`src/rtl/wave_frame_seq.sv`:
```
// wave_frame_seq: walks the 64-entry wave ROM and streams frames to the FFT.
// Emits START/ED strobes, with optional inter-frame gaps, HOLD stall and ABORT.
module wave_frame_seq #(
  parameter int WIDTH   = 16,
  parameter int NFRAMES = 1,
  parameter int GAP     = 0
) (
  input  logic             CLK,
  input  logic             RST,
  input  logic             GO,
  input  logic             SEL_REF,
  input  logic             HOLD,
  input  logic             ABORT,
  output logic [5:0]       ROM_ADDR,
  input  logic [WIDTH-1:0] ROM_RE,
  input  logic [WIDTH-1:0] ROM_IM,
  input  logic [WIDTH-1:0] ROM_REF,
  output logic             START,
  output logic             ED,
  output logic [WIDTH-1:0] DR,
  output logic [WIDTH-1:0] DI,
  output logic             BUSY,
  output logic             DONE,
  output logic [15:0]      FRAME_CNT
);

  localparam int GW = (GAP > 1) ? $clog2(GAP) : 1;
  localparam logic [15:0] NF = 16'(NFRAMES);
  localparam logic [GW-1:0] GLAST = GW'(GAP - 1);

  typedef enum logic [1:0] {
    IDLE,
    STRT,
    STRM,
    GAPW
  } state_t;

  state_t state;
  state_t state_d;

  logic [5:0]       addr_d;
  logic             start_d;
  logic             ed_d;
  logic [WIDTH-1:0] dr_d;
  logic [WIDTH-1:0] di_d;
  logic             busy_d;
  logic             done_d;
  logic [15:0]      fcnt_d;
  logic [15:0]      fcnt_inc;
  logic             sel_q;
  logic             sel_d;
  logic [GW-1:0]    gcnt_q;
  logic [GW-1:0]    gcnt_d;

  assign fcnt_inc = FRAME_CNT + 16'd1;

  // Next state and next register values; ABORT overrides everything else.
  always_comb begin
    state_d = state;
    addr_d  = ROM_ADDR;
    start_d = 1'b0;
    ed_d    = 1'b0;
    dr_d    = DR;
    di_d    = DI;
    busy_d  = BUSY;
    done_d  = 1'b0;
    fcnt_d  = FRAME_CNT;
    sel_d   = sel_q;
    gcnt_d  = gcnt_q;
    unique case (state)
      IDLE: begin
        busy_d = 1'b0;
        if (GO && !ABORT && !BUSY) begin
          state_d = STRT;
          sel_d   = SEL_REF;
          fcnt_d  = '0;
          busy_d  = 1'b1;
          addr_d  = '0;
          start_d = 1'b1;
        end
      end
      STRT, STRM: begin
        state_d = STRM;
        if (!HOLD) begin
          dr_d   = sel_q ? ROM_REF : ROM_RE;
          di_d   = sel_q ? '0 : ROM_IM;
          ed_d   = 1'b1;
          addr_d = ROM_ADDR + 6'd1;
          if (ROM_ADDR == 6'd63) begin
            fcnt_d = fcnt_inc;
            if (NF != 16'd0 && fcnt_inc == NF) begin
              done_d  = 1'b1;
              state_d = IDLE;
            end else if (GAP > 0) begin
              state_d = GAPW;
              gcnt_d  = '0;
            end
          end
        end
      end
      GAPW: begin
        if (gcnt_q == GLAST) begin
          state_d = STRM;
        end else begin
          gcnt_d = gcnt_q + GW'(1);
        end
      end
      default: state_d = IDLE;
    endcase
    if (ABORT && state != IDLE) begin
      state_d = IDLE;
      addr_d  = ROM_ADDR;
      dr_d    = DR;
      di_d    = DI;
      start_d = 1'b0;
      ed_d    = 1'b0;
      busy_d  = 1'b0;
      done_d  = 1'b0;
      fcnt_d  = FRAME_CNT;
    end
  end

  // FSM state register.
  always_ff @(posedge CLK) begin
    if (RST) begin
      state <= IDLE;
    end else begin
      state <= state_d;
    end
  end

  // Registered outputs and datapath state.
  always_ff @(posedge CLK) begin
    if (RST) begin
      ROM_ADDR  <= '0;
      START     <= 1'b0;
      ED        <= 1'b0;
      DR        <= '0;
      DI        <= '0;
      BUSY      <= 1'b0;
      DONE      <= 1'b0;
      FRAME_CNT <= '0;
      sel_q     <= 1'b0;
      gcnt_q    <= '0;
    end else begin
      ROM_ADDR  <= addr_d;
      START     <= start_d;
      ED        <= ed_d;
      DR        <= dr_d;
      DI        <= di_d;
      BUSY      <= busy_d;
      DONE      <= done_d;
      FRAME_CNT <= fcnt_d;
      sel_q     <= sel_d;
      gcnt_q    <= gcnt_d;
    end
  end

endmodule

```
`config.mk`:
```
export PLATFORM = sky130hd
export DESIGN_NAME = wave_frame_seq
export DESIGN_NICKNAME = d
export VERILOG_FILES = /design/src/rtl/wave_frame_seq.sv
export SDC_FILE = /design/constraint.sdc
export NUM_CORES = 1
export LEC_CHECK = 0
export BUFFER_PORTS_ARGS = -buffer_cell sky130_fd_sc_hd__buf_4
export CAP_MARGIN = 40
export CELL_PAD_IN_SITES_DETAIL_PLACEMENT = 1
export CELL_PAD_IN_SITES_GLOBAL_PLACEMENT = 1
export CORE_ASPECT_RATIO = 1.2
export CORE_UTILIZATION = 25
export DETAILED_ROUTE_END_ITERATION = 16
export GPL_ROUTABILITY_DRIVEN = 0
export GPL_TIMING_DRIVEN = 0
export PLACE_DENSITY = 0.7
export SLEW_MARGIN = 15
export SYNTH_ARGS = -nofsm -noshare
export SYNTH_HDL_FRONTEND = slang
export SYNTH_SLANG_ARGS = --single-unit
```
`constraint.sdc`:
```
create_clock -name CLK -period 5.6 [get_ports CLK]
set_clock_uncertainty 0.15 [all_clocks]
set_input_delay 1.12 -clock CLK [delete_from_list [all_inputs] [get_ports CLK]]
set_output_delay 1.12 -clock CLK [all_outputs]
set_load 0.03 [all_outputs]
```
-- Word level (Yosys, flattened, before mapping)
Index checks and enable logic that the tools add are counted.
- register bits: 62
- output and inout port bits: 58
- input bits: 54
- logic and storage cells: 65
- eq/ne operators: 9
- mux-type cells: 19
- bitwise gates (word level): 5
- add/sub/neg operators: 3
- reductions and logical operators: 18
- operators by type and width (operator ; count):
    two-way mux 16 bit ; 5
    one-hot mux 16 bit (2 select lines) ; 1
    adder 16 x 1 -> 16 bit (second input constant) ; 1
    == test 16 x 1 -> 1 bit (second input constant) ; 1
    two-way mux 6 bit ; 2
    one-hot mux 6 bit (2 select lines) ; 1
    two-way mux 2 bit ; 5
    != test 2 bit (second input constant) ; 4
    adder 6 x 1 -> 6 bit (second input constant) ; 1
    == test 6 bit (second input constant) ; 1
    one-hot mux 2 bit (3 select lines) ; 1
    OR reduction 3 bit ; 2
    inverter 1 bit ; 5
    AND reduction 5 bit ; 1
    OR reduction 5 bit ; 1
    == test 2 bit (second input constant) ; 2
    two-way mux 1 bit ; 4
    AND reduction 2 bit ; 2
    AND reduction 4 bit ; 1
    nonzero test 2 bit ; 2
    OR reduction 2 bit ; 2
    logical AND 1 bit ; 3
    AND reduction 3 bit ; 1
    == test 2 x 1 -> 1 bit (second input constant) ; 1
    3 further kinds ; 4

-- Longest topological paths before layout
- depth in word-level cells: 6
- gate-level depth with buffers: 9
- depth with buffers taken out: 7

-- Worst setup path after synthesis
No wires, ideal clock.
- path type: in2reg
- start point: input port GO
- end point: register FRAME_CNT[4]
- path slack: 2.866 ns
- buffers on the path: 1
- stages: 6
- arrival time: 2.513 ns
- library setup time: 0.070 ns
- cells stage by stage: or2b_1 > a211o_1 > or2_1 > clkbuf_2 > or3_1 > a21oi_1
- word-level cells in the longest chain between the ends: 4
- RTL lines (element ; RTL line ; RTL):
    start: declaration ; 10 ; input logic GO,
    logical AND 1 bit (2 in a row) ; 73 ; if (GO && !ABORT && !BUSY) begin
    != test 2 bit (no source line) ; - ;
    AND reduction 5 bit (no source line) ; - ;
    end signal: assignment ; 153 ; FRAME_CNT <= fcnt_d;
    end: declaration ; 24 ; output logic [15:0] FRAME_CNT
Every way passes these cells.
A chain may end at the register's enable or synchronous reset.

-- Final worst setup path
- start point: input port GO
- end point: register FRAME_CNT[10]
Same word-level chain as after synthesis.

==> out/metrics.json <==
{
  "status": {
    "outcome": "finished, final reports clean"
  },
  "clocking": {
    "cts_tree": "built",
    "cts-root-to-sink-buffers": 2,
    "cts.htree.levels": 3,
    "clockRootBuffer": "sky130_fd_sc_hd__clkbuf_16",
    "cts.clk_slew.worst_paths_ps": 60,
    "ctsHoldBuffers": 0,
    "cts-buffers-inserted": 9,
    "clock_sink_count": 62,
    "clock_latency_of_the_later_clocked_register_in_the_worst_skew_pair_ps": 330,
    "cts_setup_buffers": 0,
    "cts_repair_resize_count": 0
  },
  "timing": {
    "rsz0062_at_grt": "false",
    "final-hold-violation-count": 0,
    "final-max-slew-violation-count": 0,
    "maxSlewHeadroom_pct": 53.4,
    "post-route-period-util_pct": 50.6,
    "max_slew.worst_pin.slew_ps": 700,
    "finalSetupTns_ps": 0,
    "layout_min_cycle_time_ps": 2830,
    "max_freq_mhz": 353,
    "setup_viol_count_final": 0
  },
  "final_layout": {
    "final_common_cell": "sky130_fd_sc_hd__buf_4",
    "final_cell_area_um2": 4190,
    "n_antenna_cell": 0,
    "finish.utilization_pct": 37.6,
    "layout.cells.most_common_list": "112 x sky130_fd_sc_hd__buf_4, 62 x sky130_fd_sc_hd__dfxtp_1, 34 x sky130_fd_sc_hd__nor2_1, 19 x sky130_fd_sc_hd__a211oi_1, 18 x sky130_fd_sc_hd__a21oi_1",
    "nNetsFinal": 503,
    "areaGrowthSynthToFinish_pct": 45.1,
    "fraction_of_layout_instances_using_a_drive_strength_above_1_pct": 30.3
  },
  "grt": {
    "grt_first_pass_wirelength_um": 15400,
    "grt_util_all_layers_pct": 16.6,
    "vias_in_the_first_global_route": 3084,
    "antenna_violations_before_repair": 0,
    "globalRouteOverflowTotal": 0,
    "grt_start_max_net_pins": 13
  },
  "worst_setup_path": {
    "critPathBufInv": 2,
    "start_kind": "primary input",
    "critPathKind": "in2reg",
    "cp_slowest_stage_delay_ps": 420,
    "end_kind": "flop",
    "timing.critical_path.mode_cell": "sky130_fd_sc_hd__buf_4",
    "arrival_ps": 2920,
    "critPathRequiredTime_ps": 5690,
    "worstPathMaxFanout": 10,
    "critPathTopFamily": "simple AND/OR/NAND/NOR gates",
    "standard_cell_with_the_maximum_stage_delay_on_the_critical_path": "sky130_fd_sc_hd__nor2_1",
    "crit_path_cell_trace": "buf_4 > or2b_1 > a211o_1 > nor2_1 > buf_4 > nand2_1 > a311oi_1"
  },
  "flow_run": {
    "drv_cap": 0
  },
  "die": {
    "die_w_um": 100,
    "placeableCoreArea_um2": 11100,
    "die_area_um2": 12000,
    "floorplan.rows": 42,
    "die_y_um": 120,
    "effective_utilization_at_floorplan_pct": 25.9,
    "io_pins": 112
  },
  "logic_synthesis": {
    "ys_types": 48,
    "yosys.area.top_type_share_pct": 43.0,
    "count_of_flip_flops_with_a_built_in_enable_after_synthesis": 0,
    "syn_area_per_cell_um2": 8.97,
    "yosys_register_bits": 62,
    "synth.net_count": 381,
    "synth-seq-area-share_pct": 43.0,
    "yosys.area.top_type": "sky130_fd_sc_hd__dfxtp_1",
    "synth.cell_area_um2": 2890,
    "postSynth.topFlopCell": "sky130_fd_sc_hd__dfxtp_1",
    "synth_async_sr_flop_share_pct": 0,
    "yosysWarningCount": 0,
    "post_synthesis_instance_total": 322,
    "cells_taking_the_most_area_after_synthesis": "sky130_fd_sc_hd__dfxtp_1 43%, sky130_fd_sc_hd__mux2i_1 5.9%, sky130_fd_sc_hd__a211oi_1 4.9%"
  },
  "route": {
    "routed_wire_length_per_instance_um": 15.4,
    "avgViaCountPerCell": 4.86,
    "dr.pass1.iters": 4,
    "detail_route.wirelength_um": 9290,
    "via_count": 2929,
    "drtAntennaViolNets": 0,
    "drt_iter0_drc": 87,
    "route.detailed.drc": 0
  },
  "pwr": {
    "p_per_area_nw_per_um2": 320,
    "worst_ir_drop_vdd_v": 0.000108,
    "power.static_leakage_nw": 1.70
  },
  "place": {
    "hpwlAfterDp_um": 6940,
    "place_area_um2": 3910,
    "io_buffer_count": 111
  },
  "worst_hold_path": {
    "min_path_type": "reg2reg"
  }
}
cells in the mapped netlist, drive strengths merged, types with 2 or more instances:
library cell	instances
nand4	7
a31oi	4
ha	5
nor3	13
xor2	3
and4	4
a22o	15
nor3b	3
and2	3
buf	8
or3	5
o211ai	2
nand3	8
nand2	14
mux2i	17
dfxtp	62
nor2	34
a21oi	18
o21ai	12
o22ai	2
nand3b	6
inv	6
nor2b	3
xnor2	7
a21o	3
a311oi	5
clkbuf	12
a211oi	19
and3	8
final cells by class:
| class | instances | area (um^2) |
|---|---|---|
| Clock inverter | 7 | 50.0 |
| Multi-Input combinational cell | 234 | 1530 |
| Timing Repair Buffer | 111 | 833 |
| Clock buffer | 9 | 225 |
| Tap cell | 154 | 193 |
| Fill cell | 1352 | 6950 |
| Buffer | 20 | 92.6 |
| Sequential cell | 62 | 1240 |
| Inverter | 6 | 22.5 |
through the flow:
stage,worst slack (ps),power [mW],hold slack [ps],std cells
floorplan,2870,0.709,291,322
global placement,2500,0.831,305,587
detailed placement,2440,0.840,315,587
CTS,2780,1.36,333,603
global route,2650,1.42,354,603
finish,2770,1.34,328,603
report_power, final:
group | internal [mW] | leakage [nW] | switching [mW]
combinational | 0.129 | 1.07 | 0.193
sequential | 0.481 | 0.503 | 0.0231
clock | 0.299 | 0.128 | 0.215
final timing paths:
path / startpoint / to / slack [ps] / cells past startpoint
worst min register to register: DI[11] / DI[11] / 330 / 1
worst max-delay path: GO / FRAME_CNT[10] / 2770 / 7
worst max register to register: state[0] / FRAME_CNT[10] / 2840 / 9
worst min-delay path: DI[11] / DI[11] / 330 / 1
worst reg2reg max path, cell delays in order (launching register included):
cell and delay, ps:
sky130_fd_sc_hd__dfxtp_1 390, sky130_fd_sc_hd__inv_1 70, sky130_fd_sc_hd__ha_1 300, sky130_fd_sc_hd__buf_6 140, sky130_fd_sc_hd__a21o_1 210, sky130_fd_sc_hd__a211o_1 380, sky130_fd_sc_hd__nor2_1 430, sky130_fd_sc_hd__buf_4 280
sky130_fd_sc_hd__nand2_1 80, sky130_fd_sc_hd__a311oi_1 250
per-layer routing:
| metal | track usage (%) | vias to the layer above | wire, um |
|---|---|---|---|
| met3 | 3.61 | 23 | 378 |
| met4 | 8.61 | 0 | 288 |
| li1 | - | 1440 | - |
| met1 | 20.3 | 1386 | 4100 |
| met5 | 0 | - | 0 |
| met2 | 27.2 | 80 | 4520 |
flip-flops by register name, indices dropped and copies added (netlist names):
name and count:
ED 1, ROM_ADDR 6, FRAME_CNT 16, DONE 1
sel_q 1, gcnt_q 1, state 2, DI 16
BUSY 1, DR 16, START 1
logic make-up after synthesis:
kind of cell | share of synthesized area [%]
and+or+nand+nor | 21.0
AOI/OAI and AO/OA | 20.6
DFF | 43.0
buffers and inverters | 3.99
muxes | 6.28
xor gates and xnor gates | 3.03
adders and majority gates | 2.17
No activity file was read; power rests on OpenSTA's default activity.
